--- src/rtl/muldiv_unit_if.sv ---
// rtl/muldiv_unit_if.sv - request/result bundle between the core and the RV32M mul/div unit
// The core drives the request side; the unit returns status and the write-back port.
interface muldiv_unit_if #(
   parameter int XLEN = 32
) ();
   logic            start;
   logic [2:0]      funct3;
   logic [XLEN-1:0] busa;
   logic [XLEN-1:0] busb;
   logic [4:0]      rd_in;
   logic            flush;
   logic            busy;
   logic            done;
   logic [XLEN-1:0] result;
   logic [4:0]      rd_out;
   logic            regwr;

   modport master (
      output start, funct3, busa, busb, rd_in, flush,
      input  busy, done, result, rd_out, regwr
   );

   modport slave (
      input  start, funct3, busa, busb, rd_in, flush,
      output busy, done, result, rd_out, regwr
   );
endinterface

--- src/rtl/muldiv_unit.sv ---
// rtl/muldiv_unit.sv - iterative RV32M multiply/divide unit, one bit per cycle
// Sign handling is done on magnitudes: operands are made positive at accept and fixed up at the end.
module muldiv_unit #(
   parameter int XLEN = 32
) (
   input  logic               clk,
   input  logic               rst_n,
   muldiv_unit_if.slave       bus
);
   localparam int CW = $clog2(XLEN);

   localparam logic [1:0] S_IDLE  = 2'd0;
   localparam logic [1:0] S_CALC  = 2'd1;
   localparam logic [1:0] S_FIXUP = 2'd2;
   localparam logic [1:0] S_DONE  = 2'd3;

   localparam logic [XLEN-1:0] MIN_INT = {1'b1, {(XLEN-1){1'b0}}};

   logic [1:0]        state;
   logic [CW-1:0]     cnt;
   logic [2:0]        op;
   logic              sign_q;
   logic              sign_r;
   logic [XLEN-1:0]   opnd;
   logic [2*XLEN-1:0] acc;
   logic [XLEN-1:0]   rem;
   logic [4:0]        rd_q;
   logic [XLEN-1:0]   result_q;
   logic [4:0]        rd_out_q;

   logic              a_signed, b_signed, sa, sb;
   logic [XLEN-1:0]   mag_a, mag_b;
   logic              div_zero, div_ovf, special;
   logic [XLEN-1:0]   special_res;

   always_comb begin
      a_signed = (bus.funct3 == 3'b001) || (bus.funct3 == 3'b010) ||
                 (bus.funct3 == 3'b100) || (bus.funct3 == 3'b110);
      b_signed = (bus.funct3 == 3'b001) || (bus.funct3 == 3'b100) ||
                 (bus.funct3 == 3'b110);
      sa       = a_signed & bus.busa[XLEN-1];
      sb       = b_signed & bus.busb[XLEN-1];
      mag_a    = sa ? ({XLEN{1'b0}} - bus.busa) : bus.busa;
      mag_b    = sb ? ({XLEN{1'b0}} - bus.busb) : bus.busb;
      div_zero = bus.funct3[2] && (bus.busb == {XLEN{1'b0}});
      div_ovf  = bus.funct3[2] && !bus.funct3[0] &&
                 (bus.busa == MIN_INT) && (bus.busb == {XLEN{1'b1}});
      special  = div_zero || div_ovf;
      if (div_zero)
         special_res = bus.funct3[1] ? bus.busa : {XLEN{1'b1}};
      else
         special_res = bus.funct3[1] ? {XLEN{1'b0}} : MIN_INT;
   end

   // Multiply: acc = {partial product, remaining multiplier}, shifted right each step.
   // Divide: acc[XLEN-1:0] shifts the dividend out on the left while quotient bits enter on the right.
   logic [XLEN:0]     mul_sum;
   logic [2*XLEN-1:0] mul_next;
   logic [XLEN:0]     div_shift, div_trial;
   logic [2*XLEN-1:0] prod_fix;
   logic [XLEN-1:0]   quo_fix, rem_fix, fix_res;

   always_comb begin
      mul_sum   = {1'b0, acc[2*XLEN-1:XLEN]} + (acc[0] ? {1'b0, opnd} : {(XLEN+1){1'b0}});
      mul_next  = {mul_sum, acc[XLEN-1:1]};
      div_shift = {rem, acc[XLEN-1]};
      div_trial = div_shift - {1'b0, opnd};
      prod_fix  = sign_q ? ({(2*XLEN){1'b0}} - acc) : acc;
      quo_fix   = sign_q ? ({XLEN{1'b0}} - acc[XLEN-1:0]) : acc[XLEN-1:0];
      rem_fix   = sign_r ? ({XLEN{1'b0}} - rem) : rem;
      if (op[2])
         fix_res = op[1] ? rem_fix : quo_fix;
      else
         fix_res = (op[1:0] == 2'b00) ? prod_fix[XLEN-1:0] : prod_fix[2*XLEN-1:XLEN];
   end

   always_ff @(posedge clk or negedge rst_n) begin
      if (!rst_n) begin
         state    <= S_IDLE;
         cnt      <= '0;
         op       <= '0;
         sign_q   <= 1'b0;
         sign_r   <= 1'b0;
         opnd     <= '0;
         acc      <= '0;
         rem      <= '0;
         rd_q     <= '0;
         result_q <= '0;
         rd_out_q <= '0;
      end else begin
         case (state)
            S_IDLE: begin
               if (bus.start) begin
                  op   <= bus.funct3;
                  rd_q <= bus.rd_in;
                  cnt  <= '0;
                  if (special) begin
                     result_q <= special_res;
                     rd_out_q <= bus.rd_in;
                     state    <= S_DONE;
                  end else begin
                     sign_q <= sa ^ sb;
                     sign_r <= sa;
                     opnd   <= bus.funct3[2] ? mag_b : mag_a;
                     acc    <= {{XLEN{1'b0}}, (bus.funct3[2] ? mag_a : mag_b)};
                     rem    <= '0;
                     state  <= S_CALC;
                  end
               end
            end
            S_CALC: begin
               if (bus.flush) begin
                  state <= S_IDLE;
               end else begin
                  if (op[2]) begin
                     if (div_trial[XLEN]) begin
                        rem <= div_shift[XLEN-1:0];
                        acc <= {acc[2*XLEN-1:XLEN], acc[XLEN-2:0], 1'b0};
                     end else begin
                        rem <= div_trial[XLEN-1:0];
                        acc <= {acc[2*XLEN-1:XLEN], acc[XLEN-2:0], 1'b1};
                     end
                  end else begin
                     acc <= mul_next;
                  end
                  cnt <= cnt + CW'(1);
                  if (cnt == CW'(XLEN-1))
                     state <= S_FIXUP;
               end
            end
            S_FIXUP: begin
               if (bus.flush) begin
                  state <= S_IDLE;
               end else begin
                  result_q <= fix_res;
                  rd_out_q <= rd_q;
                  state    <= S_DONE;
               end
            end
            default: state <= S_IDLE;
         endcase
      end
   end

   assign bus.busy   = (state != S_IDLE);
   assign bus.done   = (state == S_DONE);
   assign bus.result = result_q;
   assign bus.rd_out = rd_out_q;
   assign bus.regwr  = (state == S_DONE) && (rd_out_q != 5'd0);
endmodule

--- src/flat_wrapper.sv ---
// flat-port wrapper written by rule: the top's interface ports become plain ports
module muldiv_unit_flat 
#(
   parameter int XLEN = 32
)
  (clk, rst_n, bus_start, bus_funct3, bus_busa, bus_busb, bus_rd_in, bus_flush, bus_busy, bus_done, bus_result, bus_rd_out, bus_regwr);
  muldiv_unit_if #(.XLEN(XLEN)) bus_i ();
  input  logic clk;
  input  logic rst_n;
  input wire logic [$bits(bus_i.start)-1:0] bus_start;
  input wire logic [$bits(bus_i.funct3)-1:0] bus_funct3;
  input wire logic [$bits(bus_i.busa)-1:0] bus_busa;
  input wire logic [$bits(bus_i.busb)-1:0] bus_busb;
  input wire logic [$bits(bus_i.rd_in)-1:0] bus_rd_in;
  input wire logic [$bits(bus_i.flush)-1:0] bus_flush;
  output wire logic [$bits(bus_i.busy)-1:0] bus_busy;
  output wire logic [$bits(bus_i.done)-1:0] bus_done;
  output wire logic [$bits(bus_i.result)-1:0] bus_result;
  output wire logic [$bits(bus_i.rd_out)-1:0] bus_rd_out;
  output wire logic [$bits(bus_i.regwr)-1:0] bus_regwr;
  assign bus_i.start = bus_start;
  assign bus_i.funct3 = bus_funct3;
  assign bus_i.busa = bus_busa;
  assign bus_i.busb = bus_busb;
  assign bus_i.rd_in = bus_rd_in;
  assign bus_i.flush = bus_flush;
  assign bus_busy = bus_i.busy;
  assign bus_done = bus_i.done;
  assign bus_result = bus_i.result;
  assign bus_rd_out = bus_i.rd_out;
  assign bus_regwr = bus_i.regwr;
  muldiv_unit #(.XLEN(XLEN)) u_core (.clk(clk), .rst_n(rst_n), .bus(bus_i));
endmodule
--- config.mk ---
export PLATFORM = sky130hd
export DESIGN_NAME = muldiv_unit_flat
export DESIGN_NICKNAME = d
export VERILOG_FILES = /design/src/rtl/muldiv_unit_if.sv /design/src/rtl/muldiv_unit.sv /design/src/flat_wrapper.sv
export SDC_FILE = /design/constraint.sdc
export NUM_CORES = 1
export LEC_CHECK = 0
export CORE_MARGIN = 2
export CORE_UTILIZATION = 50
export CTS_CLUSTER_DIAMETER = 40
export DETAILED_ROUTE_END_ITERATION = 10
export PLACE_DENSITY = 0.75
export SYNTH_ARGS = -nofsm -noshare
export SYNTH_HDL_FRONTEND = slang
export SYNTH_SLANG_ARGS = --single-unit
--- constraint.sdc ---
create_clock -name clk -period 6 [get_ports clk]
set_input_delay 1.8 -clock clk [delete_from_list [all_inputs] [get_ports clk]]
set_output_delay 1.8 -clock clk [all_outputs]
set_load 0.01 [all_outputs]
==> flow_metrics.tcl, run 1 <==
set metrics [dict create \
    synth_edf_count 0 \
    clock.fmax_mhz 187.3 \
    cts_setup_buffers 0 \
    switchingPower_uw 2787 \
    fp.dieW_um 185.5 \
    fin_crit_ns 5.339 \
    crit_fanout 31 \
    placed_cells 2590 \
    seqPwrFrac_pct 31.7 \
    worst_path_max_delay_cell "or2_1" \
    pin_count 116 \
    r2r_end "u_core.acc[0]$_DFFE_PN0P_" \
    tightest_slew_ns 1.033 \
    path_buf_inv 2 \
    synth_seq_area_share_pct 27.65 \
    clk_pin_slew_ns 0.07 \
    dp_hpwl_mm 48.78 \
    slowest_delay_ns 0.56 \
    gp_congestion 0.9993 \
    initial_core_util_pct 50.76 \
    finalHoldViolations 0 \
    ys_warn_count 0 \
    synth_nets 2286 \
    hold_buffers 0 \
    skew_ns 0.01301 \
    hold_class "flop to flop" \
    worstSetupEndpointType "flop" \
    worstReg2RegStart "u_core.acc[31]$_DFFE_PN0P_" \
    p_int_uw 3087 \
    synth.distinct_cells 76 \
    fp-row-count 66 \
    path_delay_family "simple AND/OR/NAND/NOR gates" \
    ctsResizeCount 0 \
    drive_gt1_share_pct 5.459 \
    startpoint_type "input port" \
    hold_depth 2 \
    pwr-share-comb_pct 47.4 \
    syn-instance-count 2137 \
    clk_latency_ns 0.47 \
    leakage_uw 0.007894 \
    die-height_um 185.5 \
    rsz0062_at_grt "no" \
    grt_max_degree 96 \
    grt_pass1_vias 15400 \
    antenna_found_initial 1 \
    routed_wl_mm 62.82 \
    firstDrtPassIters 8 \
    crit_required_ns 6.37 \
    cts_tree "done" \
    synth_top_area_cell "dfrtp_1" \
    run_status "completed" \
    synth_ff_type "dfrtp_1" \
    io_buffers 115 \
    finalNonFillerCells 2622 \
    cts.sinks 182 \
    drt_first_iter_violations 2206 \
    setup_slack_ns 0.6606 \
    fin_nets 2316 \
    syn_area_per_cell_um2 7.708 \
    clockBufferDepth 2 \
    post-place-ws_ns 0.2773 \
    clockPowerShare_pct 20.9 \
    post-route-period-util_pct 88.99 \
    ys_ff_latch 182 \
    syn_to_final_growth_pct 12.80 \
    dieArea_um2 34410 \
    timing.slew.headroom_pct 30.50 \
    grtUsageTotal_pct 36.55 \
    viasPerCell 6.506 \
    criticalPathCategory "input port to flop" \
    overflow 0 \
    cp_common_cell "o21a_1" \
    synth_top_area_share_pct 27.65 \
    reg2reg_depth 13 \
    drv_slew 0 \
    syn_area_um2 16470 \
    switching_share_pct 47.44 \
    diodes 0 \
    wl_per_cell_um 23.96 \
    cap_violations 0 \
    async_flop_share_pct 100.0 \
    postLayoutCellArea_um2 18580 \
    root_buffer "clkbuf_16" \
    grt_first_pass_wirelength_mm 94.06 \
    hold_ws_ns 0.4704 \
    cellPowerDensity_nw_per_um2 316.1 \
    via_count 17060 \
    finalSetupTns_ns 0 \
    arrival_ns 5.71 \
    crit_chain "clkdlybuf4s50_1, inv_1, ha_1, or3b_2, or4_4, nor4_2, nand4b_1, o21a_1, o21a_1, or2_1, a211o_1, o211ai_1" \
    cts_inserted_buffers 17 \
    r2r_setup_slack_ns 1.31 \
    synth.top_cells.by_area "dfrtp_1, o21ai_0, nand2_1" \
    min_to "u_core.bus.result[0]$_DFFE_PN0P_" \
    remaining_drc_errors 0 \
    htreeDepth 4 \
    ir_worst_vdd_uv 225.0 \
    placed_area_um2 17960 \
    min_from "u_core.bus.result[0]$_DFFE_PN0P_" \
    setup_viol 0 \
    core-area_um2 32450 \
    drtAntennaViolNets 0 \
]
==> worst reg2reg max path, delay by kind of cell (launching register included) <==
kind	cells	cell delay, ns
AO/OA/AOI/OAI	6	2.19
flip-flops	1	0.56
multiplexers	1	0.32
buffers and inverters	2	0.77
XOR/XNOR	1	0.16
AND/OR/NAND/NOR	1	0.07
adder cells (fa/ha/maj)	2	0.48
==> Yosys cell counts (10+ instances only) <==
cell type and instances:
o311ai_0 18, o21ai_0 223, buf_1 12, ha_1 71
o21a_1 21, nand4_1 23, dfrtp_1 182, a31oi_1 36
o31a_1 10, nor2_1 207, a21oi_1 168, and2_1 11
a21o_1 34, o41ai_1 18, nand2_1 244, buf_2 11
nor3_1 40, clkbuf_1 114, o31ai_1 65, or4_1 22
xor2_1 94, nor4_1 17, o211ai_1 22, mux2i_1 54
nand3_1 44, xnor2_1 102, or3_1 25, mux2_2 15
inv_1 68, a211oi_1 10, nand2b_1 24
==> layer usage <==
metal | global-route usage [%] | up-vias | part of all wire (%)
li1 | - | 7822 | -
met1 | 50.95 | 8182 | 41
met2 | 57.33 | 942 | 45
met3 | 6.965 | 113 | 10
met4 | 11.24 | 0 | 3.2
met5 | 0 | - | 0
==> cells by family (layout without fill, tap and decap cells) <==
logic type               after synthesis  after routing  share of synthesized area, %
buffers and inverters                206            249                         4.823
AO/OA/AOI/OAI                        701            701                         26.65
adder cells (fa/ha/maj)               73             73                         5.636
AND/OR/NAND/NOR                      710            710                         20.52
multiplexers                          69             69                         4.307
XOR/XNOR                             196            196                         10.42
flip-flops                           182            182                         27.65
==> power groups by stage <==
stage	sequential, uW	combinational, uW	clock, uW
after detailed placement	1860	2690	0
after floorplan	1640	1960	0
after global routing	1870	3000	1280
final	1860	2790	1230
after CTS	1830	2710	1230
after global placement	1850	2650	0
==> how the worst max path moves through the flow <==
stage                            from                                 to  cells past startpoint
after global routing      bus_busb[1]   u_core.bus.result[8]$_DFFE_PN0P_                     12
after global placement    bus_busb[1]   u_core.bus.result[8]$_DFFE_PN0P_                     12
after detailed placement  bus_busb[1]   u_core.bus.result[8]$_DFFE_PN0P_                     12
after CTS                 bus_busb[1]   u_core.bus.result[8]$_DFFE_PN0P_                     12
after floorplan           bus_busb[1]  u_core.bus.result[25]$_DFFE_PN0P_                     12
final                     bus_busb[1]   u_core.bus.result[8]$_DFFE_PN0P_                     12
==> layout by cell type, fill, tap and decap left out, drive strengths merged, types with 18 or more instances in the layout <==
cell and count:
nand2 244, or4 28, xor2 94, a21o 34, buf 36, clkdlybuf4s50 113, a21oi 168, o21ai 225
dfrtp 182, a31oi 36, nand3 44, nor4 20, nand4 24, o31ai 66, nand2b 24, clkbuf 18
o311ai 18, o21a 21, inv 76, mux2i 54, xnor2 102, o211ai 22, nor3 41, o41ai 18
ha 71, nor2 209, or3 26
==> metrics by stage <==
stage	utilization, %	total power [uW]
after global placement	55.33	4502
after CTS	57.25	5769
final	57.25	5874
after detailed placement	55.33	4548
after floorplan	-	3607
after global routing	57.25	6151
==> registers in the layout (all words and copies together), names as in the netlist <==
register	cells
u_core.sign_r	1
u_core.state	2
u_core.op	3
u_core.opnd	32
u_core.rd_q	5
u_core.sign_q	1
u_core.cnt	5
u_core.bus.rd_out	5
u_core.acc	64
u_core.bus.result	32
u_core.rem	32
==> final cells by class <==
type,count,area (um^2)
clock inverter,14,183.9
tap,442,553.0
timing repair buffer,149,1428
inverter,68,255.2
fill,3018,13870
sequential,182,4557
multi-input combinational,1749,11160
clock buffer,18,439.2
No activity file was read; power rests on OpenSTA's default activity.
==> inputs of run 2 (changes only) <==
Settings changed: ABC_AREA set to 1, CORE_MARGIN 2 to 5, PLACE_DENSITY 0.75 to 0.74.
==> run 2 against run 1 <==
Net effect:
- sequential share of layout area fell by 3.2 points
- clock skew rose by 0.0057 ns
- via count rose by 39%
- register-to-register slack improved by 0.67 ns
- routed wire length rose by 40%
- sequential power rose by 27%
- hold slack improved by 0.012 ns
- first-iteration DRC count rose by 54%
- sequential cell count did not move
- die area rose by 24%
- critical endpoint is now u_core.opnd[14]$_DFFE_PN0P_
- largest cell class unchanged
- largest power group unchanged
==> flow_metrics.tcl, run 2 <==
set metrics [dict create \
    run_status "completed" \
    synth_nets 3461 \
    clk_latency_ns 0.48 \
    antenna_found_initial 3 \
    clockPowerShare_pct 11.4 \
    layout_commonest_cell "nand2_1" \
    finalNonFillerCells 3886 \
    clk_pin_slew_ns 0.08 \
    cellPowerDensity_nw_per_um2 477.6 \
    cts_inserted_buffers 17 \
    synth_top_area_cell "dfrtp_1" \
    grt_max_degree 103 \
    arrival_ns 4.96 \
    tightest_slew_ns 1.248 \
    worst_path_max_delay_cell "clkdlybuf4s50_1" \
    fin_crit_ns 4.630 \
    htreeDepth 4 \
    startpoint_type "input port" \
    path_buf_inv 3 \
    finalHoldViolations 0 \
    dieArea_um2 42700 \
    syn_to_final_growth_pct 10.72 \
    grtUsageTotal_pct 40.58 \
    drv_slew 0 \
    ctsResizeCount 0 \
    firstDrtPassIters 9 \
    hold_class "flop to flop" \
    gp_congestion 1.087 \
    via_count 23660 \
    core-area_um2 38470 \
    grt_first_pass_wirelength_mm 131.3 \
    crit_required_ns 6.33 \
    timing.slew.headroom_pct 16.58 \
    post-route-period-util_pct 77.16 \
    async_flop_share_pct 100.0 \
    seqPwrFrac_pct 23.1 \
    p_int_uw 4251 \
    fp-row-count 72 \
    final_cell_mix "nand2_1, nor2_1, nand3_1, inv_1, o21ai_0" \
    routed_wl_mm 87.95 \
    crit_chain "clkdlybuf4s50_1, inv_2, o21ai_0, o21ai_2, nand2_2, inv_2, nand2_1, xor2_1, nor2_1, o21ai_0, o21ai_0" \
    initial_core_util_pct 50.27 \
    synth.top_cells.by_area "dfrtp_1, nand2_1, nand3_1" \
    switching_share_pct 58.43 \
    cp_common_cell "o21ai_0" \
    syn-instance-count 3312 \
    root_buffer "clkbuf_16" \
    path_delay_family "buffers and inverters" \
    cts_tree "done" \
    clockBufferDepth 2 \
    drive_gt1_share_pct 3.120 \
    wl_per_cell_um 22.63 \
    ir_worst_vdd_uv 249.6 \
    cap_violations 0 \
    die-height_um 206.7 \
    remaining_drc_errors 0 \
    rsz0062_at_grt "no" \
    dp_hpwl_mm 70.44 \
    synth_common_cells "nand2_1, nor2_1, nand3_1" \
    worstSetupEndpointType "flop" \
    cts_setup_buffers 0 \
    synth_top_area_share_pct 23.55 \
    pwr-share-comb_pct 65.5 \
    switchingPower_uw 5974 \
    synth_edf_count 0 \
    synth.distinct_cells 44 \
    finalSetupTns_ns 0 \
    viasPerCell 6.090 \
    io_buffers 115 \
    drtAntennaViolNets 0 \
    ys_warn_count 0 \
    overflow 0 \
    largest-register "u_core.acc" \
    num-fill-cells 3974 \
    grt_pass1_vias 21770 \
    hold_buffers 0 \
    leakage_uw 0.01094 \
    slowest_delay_ns 0.70 \
    crit_fanout 37 \
    synth.most_common_cell "nand2_1" \
    syn_area_um2 19340 \
    pin_count 116 \
    synth_seq_area_share_pct 23.55 \
    syn_area_per_cell_um2 5.838 \
    setup_viol 0 \
    largest_reg_flops 64 \
    placed_cells 3852 \
    fin_nets 3502 \
    ys_ff_latch 182 \
    fp.dieW_um 206.7 \
    synth_ff_type "dfrtp_1" \
    skew_ns 0.01875 \
    cts.sinks 182 \
    criticalPathCategory "input port to flop" \
    clock.fmax_mhz 216.0 \
    drt_first_iter_violations 3392 \
]
run 2: routing by layer:
metal  up-vias  share of wire, %  GRT usage, %
met2      1580                42         59.77
li1      10890                 -             -
met1     10930                40         55.71
met5         -             0.024             0
met4         4               5.9         19.15
met3       260                12         10.47
run 2: power groups by stage:
stage / sequential [uW] / combinational, uW / clock [uW]
3_5_place_dp: 2320 / 6450 / 0
3_3_place_gp: 2320 / 6400 / 0
6_report: 2370 / 6690 / 1160
5_1_grt: 2370 / 7310 / 1220
2_1_floorplan: 2020 / 4380 / 0
4_1_cts: 2310 / 6490 / 1170
run 2: area by class of cell:
type	count	area (um^2)	share of cell area, %
clock buffer	19	442.9	2.069
antenna	3	7.507	0.03507
tap	518	648.1	3.027
clock inverter	12	137.6	0.6429
sequential	182	4556	21.28
timing repair buffer	139	1355	6.330
multi-input combinational	2672	12980	60.63
inverter	341	1282	5.991
run 2: final timing paths:
| check | start | endpoint | slack [ns] | depth (start not counted) |
|---|---|---|---|---|
| max | bus_funct3[1] | u_core.opnd[14]$_DFFE_PN0P_ | 1.37 | 11 |
| min | u_core.rd_q[4]$_DFFE_PN0P_ | u_core.rd_q[4]$_DFFE_PN0P_ | 0.48 | 2 |
| max reg2reg | u_core.acc[31]$_DFFE_PN0P_ | u_core.rem[24]$_DFFE_PN0P_ | 1.98 | 17 |
| min reg2reg | u_core.rd_q[4]$_DFFE_PN0P_ | u_core.rd_q[4]$_DFFE_PN0P_ | 0.48 | 2 |
| max in group asynchronous | rst_n | u_core.op[2]$_DFFE_PN0P_ | 3.57 | 2 |
| min in group asynchronous | rst_n | u_core.opnd[26]$_DFFE_PN0P_ | 1.35 | 1 |
run 2: kinds of logic (layout without fill, tap and decap cells):
family	after synthesis	count (layout)	synth area share (%)
buf+inv	458	511	9.402
xor+xnor	100	100	4.530
other cells	0	3	0
flops	182	182	23.55
fa+ha+maj	73	73	4.801
simple gates	1981	1981	42.92
compound gates	518	518	14.79
run 2: worst register-to-register path: stages (launching register included):
cell,delay [ns]
dfrtp_1,0.54
inv_1,0.23
ha_1,0.29
fa_1,0.41
inv_1,0.10
nand3_1,0.08
nand2_1,0.18
nand2_1,0.07
nand3_1,0.14
nand2_1,0.08
nand2_1,0.17
nand3b_1,0.17
nand2_1,0.12
nand2_1,0.05
nand2_1,0.90
nand2_1,0.18
nand3_1,0.15
nand2_1,0.07
run 2: metrics by stage:
| step | worst slack [ns] | hold WS (ns) | total power (uW) | instance area (um^2) | util (%) |
|---|---|---|---|---|---|
| finish | 1.370 | 0.4823 | 10230 | 21410 | 55.65 |
| global route | 1.094 | 0.5080 | 10890 | 21400 | 55.63 |
| CTS | 1.511 | 0.4852 | 9965 | 21400 | 55.63 |
| detailed placement | 0.9945 | 0.4691 | 8775 | 20820 | 54.12 |
| global placement | 1.153 | 0.4567 | 8718 | 20820 | 54.12 |
| floorplan | 2.520 | 0.4426 | 6401 | 19340 | - |
